`src/rtl/instr_fetch_unit.sv`:
```
// Instruction fetch initiator: drives the single-cycle instruction ROM, buffers
// returned words with their PCs in a small prefetch FIFO and hands them to decode.
module instr_fetch_unit #(
    parameter int                    ADDR_WIDTH = 32,
    parameter int                    DATA_WIDTH = 32,
    parameter logic [ADDR_WIDTH-1:0] RESET_PC   = '0,
    parameter int                    FIFO_DEPTH = 4,
    parameter int                    ROM_BYTES  = 8192
) (
    input  logic                  clk,
    input  logic                  reset_n,
    output logic                  rom_en_n,
    output logic [ADDR_WIDTH-1:0] rom_addr_o,
    input  logic [DATA_WIDTH-1:0] rom_data_i,
    input  logic                  redirect_i,
    input  logic [ADDR_WIDTH-1:0] redirect_pc_i,
    output logic                  instr_valid_o,
    input  logic                  instr_ready_i,
    output logic [DATA_WIDTH-1:0] instr_o,
    output logic [ADDR_WIDTH-1:0] instr_pc_o,
    output logic                  fetch_fault_o,
    output logic [ADDR_WIDTH-1:0] fault_pc_o
);

    localparam int                    PTR_W     = $clog2(FIFO_DEPTH);
    localparam int                    CNT_W     = PTR_W + 1;
    localparam logic [CNT_W:0]        DEPTH_C   = (CNT_W+1)'(FIFO_DEPTH);
    localparam logic [ADDR_WIDTH:0]   ROM_LIMIT = (ADDR_WIDTH+1)'(ROM_BYTES);

    typedef enum logic {RUN, FAULT} state_t;

    typedef struct packed {
        logic [ADDR_WIDTH-1:0] pc;
        logic [DATA_WIDTH-1:0] word;
    } entry_t;

    state_t                state;
    logic [ADDR_WIDTH-1:0] fetch_pc;
    logic [ADDR_WIDTH-1:0] req_pc;
    logic                  req_valid;
    entry_t                fifo_q [FIFO_DEPTH];
    logic [PTR_W-1:0]      wr_ptr;
    logic [PTR_W-1:0]      rd_ptr;
    logic [CNT_W-1:0]      count;

    logic                  in_range;
    logic [CNT_W:0]        pending;
    logic                  credit;
    logic                  issue;
    logic                  oor_hit;
    logic                  push;
    logic                  pop;

    // Credit counts buffered plus in-flight words from registered state only, so a
    // push can never land on a full FIFO regardless of what decode does this cycle.
    always_comb begin
        in_range = ({1'b0, fetch_pc} < ROM_LIMIT);
        pending  = {1'b0, count} + {{CNT_W{1'b0}}, req_valid};
        credit   = (pending < DEPTH_C);
        issue    = reset_n & (state == RUN) & in_range & credit & ~redirect_i;
        oor_hit  = (state == RUN) & ~in_range & credit & ~redirect_i;
        push     = req_valid;
        pop      = instr_valid_o & instr_ready_i;
    end

    assign rom_en_n      = ~issue;
    assign rom_addr_o    = fetch_pc;
    assign instr_valid_o = (count != '0);
    assign instr_o       = fifo_q[rd_ptr].word;
    assign instr_pc_o    = fifo_q[rd_ptr].pc;
    assign fetch_fault_o = (state == FAULT) & (count == '0) & ~req_valid;

    always_ff @(posedge clk or negedge reset_n) begin
        if (!reset_n) begin
            state      <= RUN;
            fetch_pc   <= RESET_PC;
            req_pc     <= RESET_PC;
            req_valid  <= 1'b0;
            wr_ptr     <= '0;
            rd_ptr     <= '0;
            count      <= '0;
            fault_pc_o <= '0;
        end else if (redirect_i) begin
            // Flush: buffered and in-flight words are dropped, fetch restarts aligned.
            state     <= RUN;
            fetch_pc  <= {redirect_pc_i[ADDR_WIDTH-1:2], 2'b00};
            req_valid <= 1'b0;
            wr_ptr    <= '0;
            rd_ptr    <= '0;
            count     <= '0;
        end else begin
            req_valid <= issue;
            if (issue) begin
                fetch_pc <= fetch_pc + ADDR_WIDTH'(4);
                req_pc   <= fetch_pc;
            end
            if (oor_hit) begin
                state      <= FAULT;
                fault_pc_o <= fetch_pc;
            end
            if (push) wr_ptr <= wr_ptr + 1'b1;
            if (pop)  rd_ptr <= rd_ptr + 1'b1;
            case ({push, pop})
                2'b10:   count <= count + 1'b1;
                2'b01:   count <= count - 1'b1;
                default: count <= count;
            endcase
        end
    end

    // Storage needs no reset; validity is tracked by count and the pointers.
    always_ff @(posedge clk) begin
        if (push && !redirect_i) begin
            fifo_q[wr_ptr] <= '{pc: req_pc, word: rom_data_i};
        end
    end

endmodule
```
`config.mk`:
```
export PLATFORM = sky130hd
export DESIGN_NAME = instr_fetch_unit
export DESIGN_NICKNAME = d
export VERILOG_FILES = /design/src/rtl/instr_fetch_unit.sv
export SDC_FILE = /design/constraint.sdc
export NUM_CORES = 1
export LEC_CHECK = 0
export ABC_AREA = 1
export ABC_CLOCK_PERIOD_IN_PS = 11000
export CORE_ASPECT_RATIO = 0.9
export CORE_UTILIZATION = 55
export CTS_CLUSTER_SIZE = 28
export DETAILED_ROUTE_END_ITERATION = 16
export GPL_TIMING_DRIVEN = 1
export PLACE_DENSITY = 0.81
export SETUP_SLACK_MARGIN = 0.4
export SLEW_MARGIN = 20
export SYNTH_ARGS = -nofsm -noshare
export SYNTH_HDL_FRONTEND = slang
export SYNTH_SLANG_ARGS = --single-unit
```
`constraint.sdc`:
```
create_clock -name clk -period 11 [get_ports clk]
set_input_delay 2.2 -clock clk [delete_from_list [all_inputs] [get_ports clk]]
set_output_delay 2.2 -clock clk [all_outputs]
set_load 0.02 [all_outputs]
```
==> metrics.md <==
| Metric | Value |
|---|---|
| Vias in the first global route | 8673 |
| Die Y | 151 microns |
| Layout cells sized above 1 | 7.24% |
| Num rows | 54 |
| IO Port Bufs | 190 |
| WP data arrival | 4.63 ns |
| Synth-to-Final Area Change | 23.9% |
| Fmax | 146 MHz |
| Final HPWL DP | 16000 microns |
| Pwr Density | 212 mW/mm^2 |
| Setup TNS | 0 ns |
| Via count | 8798 |
| Outcome | finished clean |
| I/O pins | 199 |
| Synth Instances | 1106 |
| Final instance area | 0.0168 sq mm |
| Final Critical Period | 6.83 ns |
| Final Slew Violations | 0 |
| Num CTS Buffers | 36 |
| FF-to-FF path depth | 5 |
| Most frequent cells in the layout | 248 x edfxtp_1, 189 x clkdlybuf4s50_1, 174 x nor2_1, 164 x o21ai_0, 140 x nand2_1 |
| Maxcap violations | 0 |
| Later-pin clock latency in the skew report | 0.51 ns |
| EDFF count, synth | 248 |
| Worst slew pin tran | 0.985 ns |
| DRC viols | 0 |
| Clock root cell | clkbuf_16 |
| Max incr delay on CP | 0.64 ns |
| Starting DRT DRC Count | 755 |
| CTS tree | yes |
| Reg clk slew, reported paths | 0.06 ns |
| Seq cells post-synth | 347 |
| Min-delay worst type | register to register |
| First-pass GRT wire length | 44200 microns |
| Startpoint types | primary input |
| Fillers | 1708 |
| Syn. warnings | 0 |
| Reg-to-reg slack, setup | 8.28 ns |
| Initial DRT Pass Iterations | 5 |
| GRT Total Usage | 22.7% |
| Unique masters post-synth | 28 |
| LEAKAGE | 0.00615 uW |
| Final setup vio count | 0 |
| Via-per-instance ratio | 5.43 |
| Max_slew headroom | 34.3% |
| Total Nets Final | 1359 |
| Worst hold endpoint | fault_pc_o[17] |
| RePlAce Congestion | 0.809 |
| Worst R2R End | rd_ptr[1] |
| FF-to-FF Start | rd_ptr[1] |
| Critical Path Sink Type | primary output |
| Post-CTS sizing | 0 |
| Wire per inst | 17.4 microns |
| CTS max path bufs | 3 |
| Die Wd | 167 microns |
| Final Hold Fails | 0 |
| Req. time, crit path | 8.80 ns |
| Final setup skew | 0.0155 ns |
| Main synth FF type | edfxtp_1 |
| Antenna-violating nets left | 0 |
| Antenna violations before repair | 0 |
| Core ar. | 0.0242 sq mm |
| Crit path cell chain | clkdlybuf4s50_1, buf_4, inv_1, nand4_1, buf_4, clkdlybuf4s50_1 |
| Crit Path Max Fanout | 36 |
| Total clock sinks | 347 |
| Largest net degree at the start of global routing | 101 |
| Slowest CP cell | clkdlybuf4s50_1 |
| CP Class | primary input to primary output |
| Final period util | 62.1% |
| Worst hold start | fault_pc_o[17] |
| Full die area | 0.0252 sq mm |
| H-Tree Depth | 2 |
| Syn Area/Cell | 12.2 sq um |
| Ys async rst share | 28.5% |
| Hold depth | 2 |
| DRT Wirelength | 28200 microns |
| Most common cell after layout, fill and taps aside | edfxtp_1 |
| GR Overflow Total | 0 |
| RSZ-0062 raised after global routing | false |
| Number of antenna repair diodes | 0 |
| Initial Util | 55.9% |
| Cell Area, Synth | 0.0135 sq mm |
| Worst vdd ir | 0.165 mV |
| CTS Hold Bufs | 0 |
| Seq/Total Area, Yosys | 73.4% |
| Setup bufs post-CTS | 0 |
| Placement Cell Area | 0.0156 sq mm |
-- registers in the layout, summed over array words and instances (netlist names) --
register and count:
req_pc 30, rom_addr_o 30, count 3, rd_ptr 2, push 1, state 1
fifo_q 248, wr_ptr 2, fault_pc_o 30
-- worst max path at each step --
stage               slack [ns]            to  cells after the start        from
floorplan                 5.14  fifo_q[0][0]                      5  redirect_i
global placement          4.18      rom_en_n                      6  redirect_i
detailed placement        4.17      rom_en_n                      6  redirect_i
CTS                       4.17      rom_en_n                      6  redirect_i
global route              4.00      rom_en_n                      6  redirect_i
finish                    4.17      rom_en_n                      6  redirect_i
-- report_power, final --
| group | internal, uW | leakage, uW | switching [uW] |
|---|---|---|---|
| registers | 1460 | 0.00324 | 62.5 |
| logic | 345 | 0.00234 | 497 |
| clock network | 714 | 0.000572 | 468 |
| total | 2520 | 0.00615 | 1030 |
-- routing by layer --
metal | vias to the layer above | global-route usage [%] | part of all wire (%)
li1 | 4197 | - | -
met1 | 4254 | 29.7 | 43
met4 | 0 | 5.55 | 1.0
met3 | 25 | 5.99 | 8.5
met5 | - | 0 | 0
met2 | 322 | 38.1 | 47
-- kinds of logic (layout without fill, tap and decap cells) --
family / after synthesis / in the layout / share of synthesized area (%)
adders and majority gates: 6 / 6 / 0.611
AOI/OAI and AO/OA: 265 / 265 / 11.1
other: 1 / 6 / 0.0277
and+or+nand+nor: 343 / 343 / 9.84
DFF: 347 / 347 / 73.4
xor gates and xnor gates: 6 / 6 / 0.389
buffers and inverters: 138 / 340 / 4.66
-- synthesized netlist by cell type, drive strengths merged (5+ instances only) --
cell | instances | area, sq um
nand2 | 141 | 532
buf | 32 | 231
dfrtp | 99 | 2480
o21ai | 198 | 1080
nand3 | 14 | 70.1
nand4 | 5 | 31.3
nor2 | 179 | 674
o22ai | 62 | 388
edfxtp | 248 | 7450
clkbuf | 34 | 128
ha | 5 | 62.6
inv | 71 | 267
-- final cells by class --
cell class	instances	area (sq um)	area share, %
timing repair buffer	202	1990	11.9
inverter	72	272	1.62
multi-input combinational	626	3010	18.0
clock inverter	13	149	0.889
clock buffer	53	1020	6.06
sequential	347	9930	59.3
tap	308	385	2.30
-- critical path: cells and delay by family --
kind	cells	cell delay, ns
AND/OR/NAND/NOR	1	0.24
buffers and inverters	5	2.18
-- metrics by stage --
stage	setup slack [ns]	instances	total power, uW	hold WS (ns)	utilization [%]
after floorplan	5.14	1111	2030	0.476	-
after global placement	4.18	1555	2380	0.465	64.4
after detailed placement	4.17	1555	2390	0.468	64.4
after CTS	4.17	1621	3580	0.482	69.3
after global routing	4.00	1621	3700	0.490	69.3
final	4.17	1621	3550	0.482	69.3
Note: power is estimated with default switching activity, not from simulation.
